--- src/rtl/load_store_unit.sv ---
// Load/store unit: one outstanding bus access per core request, with byte-lane steering,
// load sign/zero extension and a WAIT watchdog. mem_fmt = {is_signed, width[1:0]}, width NONE=0 BYTE=1 HALF=2 WORD=3.
module lsu_lane #(
  parameter int LANE = 0
) (
  input  logic [1:0]  off,
  input  logic [1:0]  width,
  input  logic [31:0] wdata,
  output logic        be,
  output logic [7:0]  wbyte
);
  localparam logic [2:0] L = 3'(LANE);

  always_comb begin
    be    = 1'b0;
    wbyte = 8'h00;
    unique case (width)
      2'd1: begin
        be    = ({1'b0, off} == L);
        wbyte = wdata[7:0];
      end
      2'd2: begin
        be    = (L >= {1'b0, off}) && (L <= {1'b0, off} + 3'd1);
        wbyte = wdata[8*(LANE%2) +: 8];
      end
      2'd3: begin
        be    = 1'b1;
        wbyte = wdata[8*LANE +: 8];
      end
      default: ;
    endcase
  end
endmodule

module load_store_unit #(
  parameter int BUS_TIMEOUT = 255
) (
  input  logic        clk,
  input  logic        rst,
  input  logic        mem_re,
  input  logic        mem_we,
  input  logic [31:0] mem_addr,
  input  logic [31:0] mem_wdata,
  input  logic [2:0]  mem_fmt,
  output logic [31:0] mem_rdata,
  output logic        lsu_stall,
  output logic        lsu_err,
  output logic        bus_req,
  output logic        bus_we,
  output logic [31:0] bus_addr,
  output logic [3:0]  bus_be,
  output logic [31:0] bus_wdata,
  input  logic        bus_gnt,
  input  logic        bus_rvalid,
  input  logic [31:0] bus_rdata
);
  localparam int CW = $clog2(BUS_TIMEOUT + 1);

  typedef enum logic [1:0] {S_IDLE, S_REQ, S_WAIT, S_DONE} state_t;
  state_t state, state_nxt;

  logic [31:0]   addr_q, wdata_q, rdata_q, ld_data, ld_sh;
  logic [2:0]    fmt_q;
  logic          we_q;
  logic [CW-1:0] cnt;
  logic          access, aligned, legal, timeout;

  always_comb begin
    access  = (mem_re | mem_we) && (mem_fmt[1:0] != 2'd0);
    aligned = (mem_fmt[1:0] == 2'd2) ? !mem_addr[0] :
              (mem_fmt[1:0] == 2'd3) ? (mem_addr[1:0] == 2'b00) : 1'b1;
    legal   = access && (mem_re ^ mem_we) && aligned;
    timeout = (cnt == CW'(BUS_TIMEOUT - 1));
  end

  // Load extraction uses the latched offset/format, never the live core inputs.
  always_comb begin
    ld_sh = bus_rdata >> {addr_q[1:0], 3'b000};
    unique case (fmt_q[1:0])
      2'd1:    ld_data = {{24{fmt_q[2] & ld_sh[7]}}, ld_sh[7:0]};
      2'd2:    ld_data = {{16{fmt_q[2] & ld_sh[15]}}, ld_sh[15:0]};
      default: ld_data = bus_rdata;
    endcase
  end

  always_ff @(posedge clk or posedge rst) begin
    if (rst) state <= S_IDLE;
    else     state <= state_nxt;
  end

  always_comb begin
    state_nxt = state;
    unique case (state)
      S_IDLE: if (legal) state_nxt = S_REQ;
      S_REQ:  if (bus_gnt) state_nxt = we_q ? S_DONE : S_WAIT;
      S_WAIT: if (bus_rvalid || timeout) state_nxt = S_DONE;
      S_DONE: state_nxt = S_IDLE;
      default: state_nxt = S_IDLE;
    endcase
  end

  always_comb begin
    lsu_stall = 1'b0;
    lsu_err   = 1'b0;
    bus_req   = 1'b0;
    mem_rdata = 32'h0;
    if (!rst) begin
      unique case (state)
        S_IDLE: begin
          lsu_stall = legal;
          lsu_err   = access && !legal;
        end
        S_REQ: begin
          lsu_stall = 1'b1;
          bus_req   = 1'b1;
        end
        S_WAIT: begin
          lsu_stall = 1'b1;
          lsu_err   = !bus_rvalid && timeout;
        end
        S_DONE: mem_rdata = rdata_q;
        default: ;
      endcase
    end
  end

  always_ff @(posedge clk or posedge rst) begin
    if (rst) begin
      addr_q  <= 32'h0;
      wdata_q <= 32'h0;
      fmt_q   <= 3'h0;
      we_q    <= 1'b0;
      rdata_q <= 32'h0;
      cnt     <= '0;
    end else begin
      unique case (state)
        S_IDLE: if (legal) begin
          addr_q  <= mem_addr;
          wdata_q <= mem_wdata;
          fmt_q   <= mem_fmt;
          we_q    <= mem_we;
          rdata_q <= 32'h0;
          cnt     <= '0;
        end
        S_WAIT: begin
          if (bus_rvalid)   rdata_q <= ld_data;
          else if (timeout) rdata_q <= 32'h0;
          else              cnt     <= cnt + 1'b1;
        end
        default: ;
      endcase
    end
  end

  assign bus_we   = we_q;
  assign bus_addr = {addr_q[31:2], 2'b00};

  for (genvar i = 0; i < 4; i++) begin : g_lane
    lsu_lane #(.LANE(i)) u_lane (
      .off   (addr_q[1:0]),
      .width (fmt_q[1:0]),
      .wdata (wdata_q),
      .be    (bus_be[i]),
      .wbyte (bus_wdata[8*i +: 8])
    );
  end
endmodule

--- config.mk ---
export PLATFORM = sky130hd
export DESIGN_NAME = load_store_unit
export DESIGN_NICKNAME = d
export VERILOG_FILES = /design/src/rtl/load_store_unit.sv
export SDC_FILE = /design/constraint.sdc
export NUM_CORES = 1
export LEC_CHECK = 0
export CAP_MARGIN = 30
export CORE_MARGIN = 5
export CORE_UTILIZATION = 47
export CTS_BUF_LIST = sky130_fd_sc_hd__clkbuf_8
export DETAILED_ROUTE_END_ITERATION = 6
export PLACE_DENSITY = 0.84
export REMOVE_ABC_BUFFERS = 1
export SLEW_MARGIN = 30
export SYNTH_ARGS = -nofsm -noshare
export SYNTH_HDL_FRONTEND = slang
export SYNTH_HIERARCHICAL = 1
export SYNTH_SLANG_ARGS = --single-unit
--- constraint.sdc ---
create_clock -name clk -period 3.8 [get_ports clk]
set_clock_uncertainty 0.05 [all_clocks]
set_input_delay 0.38 -clock clk [delete_from_list [all_inputs] [get_ports clk]]
set_output_delay 0.38 -clock clk [all_outputs]
set_load 0.01 [all_outputs]
==> summary.txt <==
YS warnings - 6
Rows - 41
Flop2flop setup slack - 1290 ps
Share of the synthesized area in the top cell type - 44.7%
Largest net degree at the start of global routing - 70
Top cells by count, synth - 110 x dfrtp_1, 74 x mux2_2, 34 x and2_1, 32 x buf_4, 27 x o21ai_0
Post-route ant nets - 0
Clock H-tree levels - 3
TritonCTS clock tree - yes
Die Span Y - 124 um
Crit-path max FO - 19
# resized after CTS - 0
Post-synthesis cell count - 548
Post-Place Worst Slack - 747 ps
RSZ-0062 raised after global routing - no
Inserted Diodes - 0
Register bit total from synthesis - 110
Post-route cell area - 8300 sq um
Area Overhead vs Synth - 35.0%
Post-CTS Hold Fix Bufs - 0
Initial antenna violation count - 0
NumNets Final - 830
Initial Utilization - 48.4%
GRT Residual Overflow - 0
Count leader, synth - dfrtp_1
Total die area - 15500 sq um
Min-delay worst type - flop to flop
Util after Layout - 65.3%
Cts bufs inserted - 9
Setup Fix Bufs, Post-CTS - 0
Via Count - 4838
Port Buffers - 206
FMAX - 320 MHz
Clk slew on worst S/H paths - 110 ps
Clock Tree Buf Depth - 2
Final WS setup - 674 ps
I/O pin count - 209
Non-filler instance count after layout - 885
CP Launch Point - fmt_q[1]
Critical path cell sequence - inv_1, ha_1, a22oi_2, nor2_2, clkdlybuf4s50_1
CP delay by family, top - flip-flops
Critical path's largest stage delay - 740 ps
Post-synthesis async set-or-reset flop share - 100%
Overall routing resource usage - 22.3%
Peak VDD IR - 0.534 mV
Total Wirelength - 17.4 mm
Routability cong. - 0.848
Layout cell share with drive strength beyond 1 - 19.8%
First-pass GRT wire length - 28.0 mm
Final period util - 82.3%
Leak - 3.49 nW
HPWL Detailed - 13.1 mm
DR WL/cell - 19.6 um
DP Area - 8100 sq um
Setup crit start kind - flop
Slew headroom - 39.4%
Placed Cells - 869
CORE AREA - 12700 sq um
Pwr/cell area - 779 nW/um^2
Reg-to-reg startpoint - fmt_q[1]
Worst Path Buf+Inv - 2
Number of enable flip-flop cells after synthesis - 0
CP Capture Type - output pin
Prevailing post-synth register cell - dfrtp_1
Leading area contributor after synthesis - dfrtp_1
Initial drt markers - 309
WS Path Type - flop to output pin
Final TNS setup - 0 ps
DRC - 0
Clk root buf - clkbuf_8
Seq/Total Area, Yosys - 44.7%
Mapped Area - 6150 sq um
Synth top area cells - dfrtp_1 45%, mux2_2 14%, buf_4 3.9%
Die span in x - 124 um
Slew @ Worst Pin - 909 ps
Max-Cap Viols - 0
Drt via density - 5.47
Clock latency on the worst-skew pair - 390 ps
Worst EP required - 3370 ps
Vias in the first global route - 5253
HP Start - rdata_q[1]
Yosys cell types - 49
DRT Pass-1 Iters - 4
Mean Syn Cell Area - 11.2 sq um
# clock sinks - 110
Critical path's slowest cell - dfrtp_1
Crit path DAT - 2700 ps
Min Tclk post-route - 3130 ps
Slew Viols, Final - 0
Status - complete, no violations
Setup violations, final - 0
Final hold vios - 0
-- cells by family (layout without fill, tap and decap cells) --
family | after synthesis | after routing | synth area share (%)
and+or+nand+nor | 119 | 119 | 11.2
buffers and inverters | 82 | 246 | 7.87
DFF | 110 | 110 | 44.7
AOI/OAI and AO/OA | 133 | 133 | 17.1
other | 1 | 2 | 0.0609
muxes | 85 | 85 | 15.4
adders and majority gates | 18 | 18 | 3.64
-- report_power, final --
part / internal, mW / switching, mW / total [mW]
Sequential: 1.68 / 0.430 / 2.11
Clock: 0.341 / 0.414 / 0.756
Combinational: 1.90 / 1.70 / 3.60
-- stage by stage --
stage / hold WS (ps) / power, mW
after floorplan: 398 / 4.03
after global placement: 420 / 5.60
after detailed placement: 422 / 5.71
after CTS: 447 / 6.50
after global routing: 461 / 6.89
final: 442 / 6.47
-- worst paths after layout --
path	to	cells after the start
setup / recovery	bus_wdata[17]	5
hold / removal	rdata_q[1]	1
setup reg to reg	rdata_q[27]	4
hold reg to reg	rdata_q[1]	1
max in group asynchronous	rdata_q[13]	3
min in group asynchronous	wdata_q[8]	2
-- metal layers --
layer / GRT usage, % / share of wire (%)
met4: 6.25 / 1.5
met3: 9.99 / 11
met1: 25.9 / 40
met2: 37.4 / 48
met5: 0 / 0
-- final cells by class --
class | instances | area [sq um]
Clock buffer | 11 | 151
Sequential cell | 110 | 2750
Clock inverter | 5 | 57.6
Multi-Input combinational cell | 357 | 2930
Fill cell | 982 | 4420
Timing Repair Buffer | 215 | 2140
Tap cell | 172 | 215
Inverter | 15 | 58.8
-- registers in the layout, indices dropped and copies added (netlist names) --
register,count
rdata_q,32
wdata_q,32
bus_we,1
fmt_q,3
addr_q,32
cnt,8
state,2
-- layout by cell type (no fill, tap or decap), types with 6 or more instances in the layout --
cell type	netlist	layout
a22oi_2	8	8
a221o_2	16	16
o21ai_0	27	27
inv_1	15	15
ha_1	17	17
buf_4	32	8
a32oi_1	8	8
a211o_1	7	7
and2_1	34	34
clkdlybuf4s50_1	0	206
a22o_1	16	16
mux2_2	74	74
nand2_1	26	25
nor2b_1	21	21
a21oi_1	18	18
nor2_2	8	8
dfrtp_1	110	110
clkbuf_8	0	11
nor2_1	6	6
o2bb2ai_1	17	17
mux2i_1	10	10
Note: power is estimated with default switching activity, not from simulation.
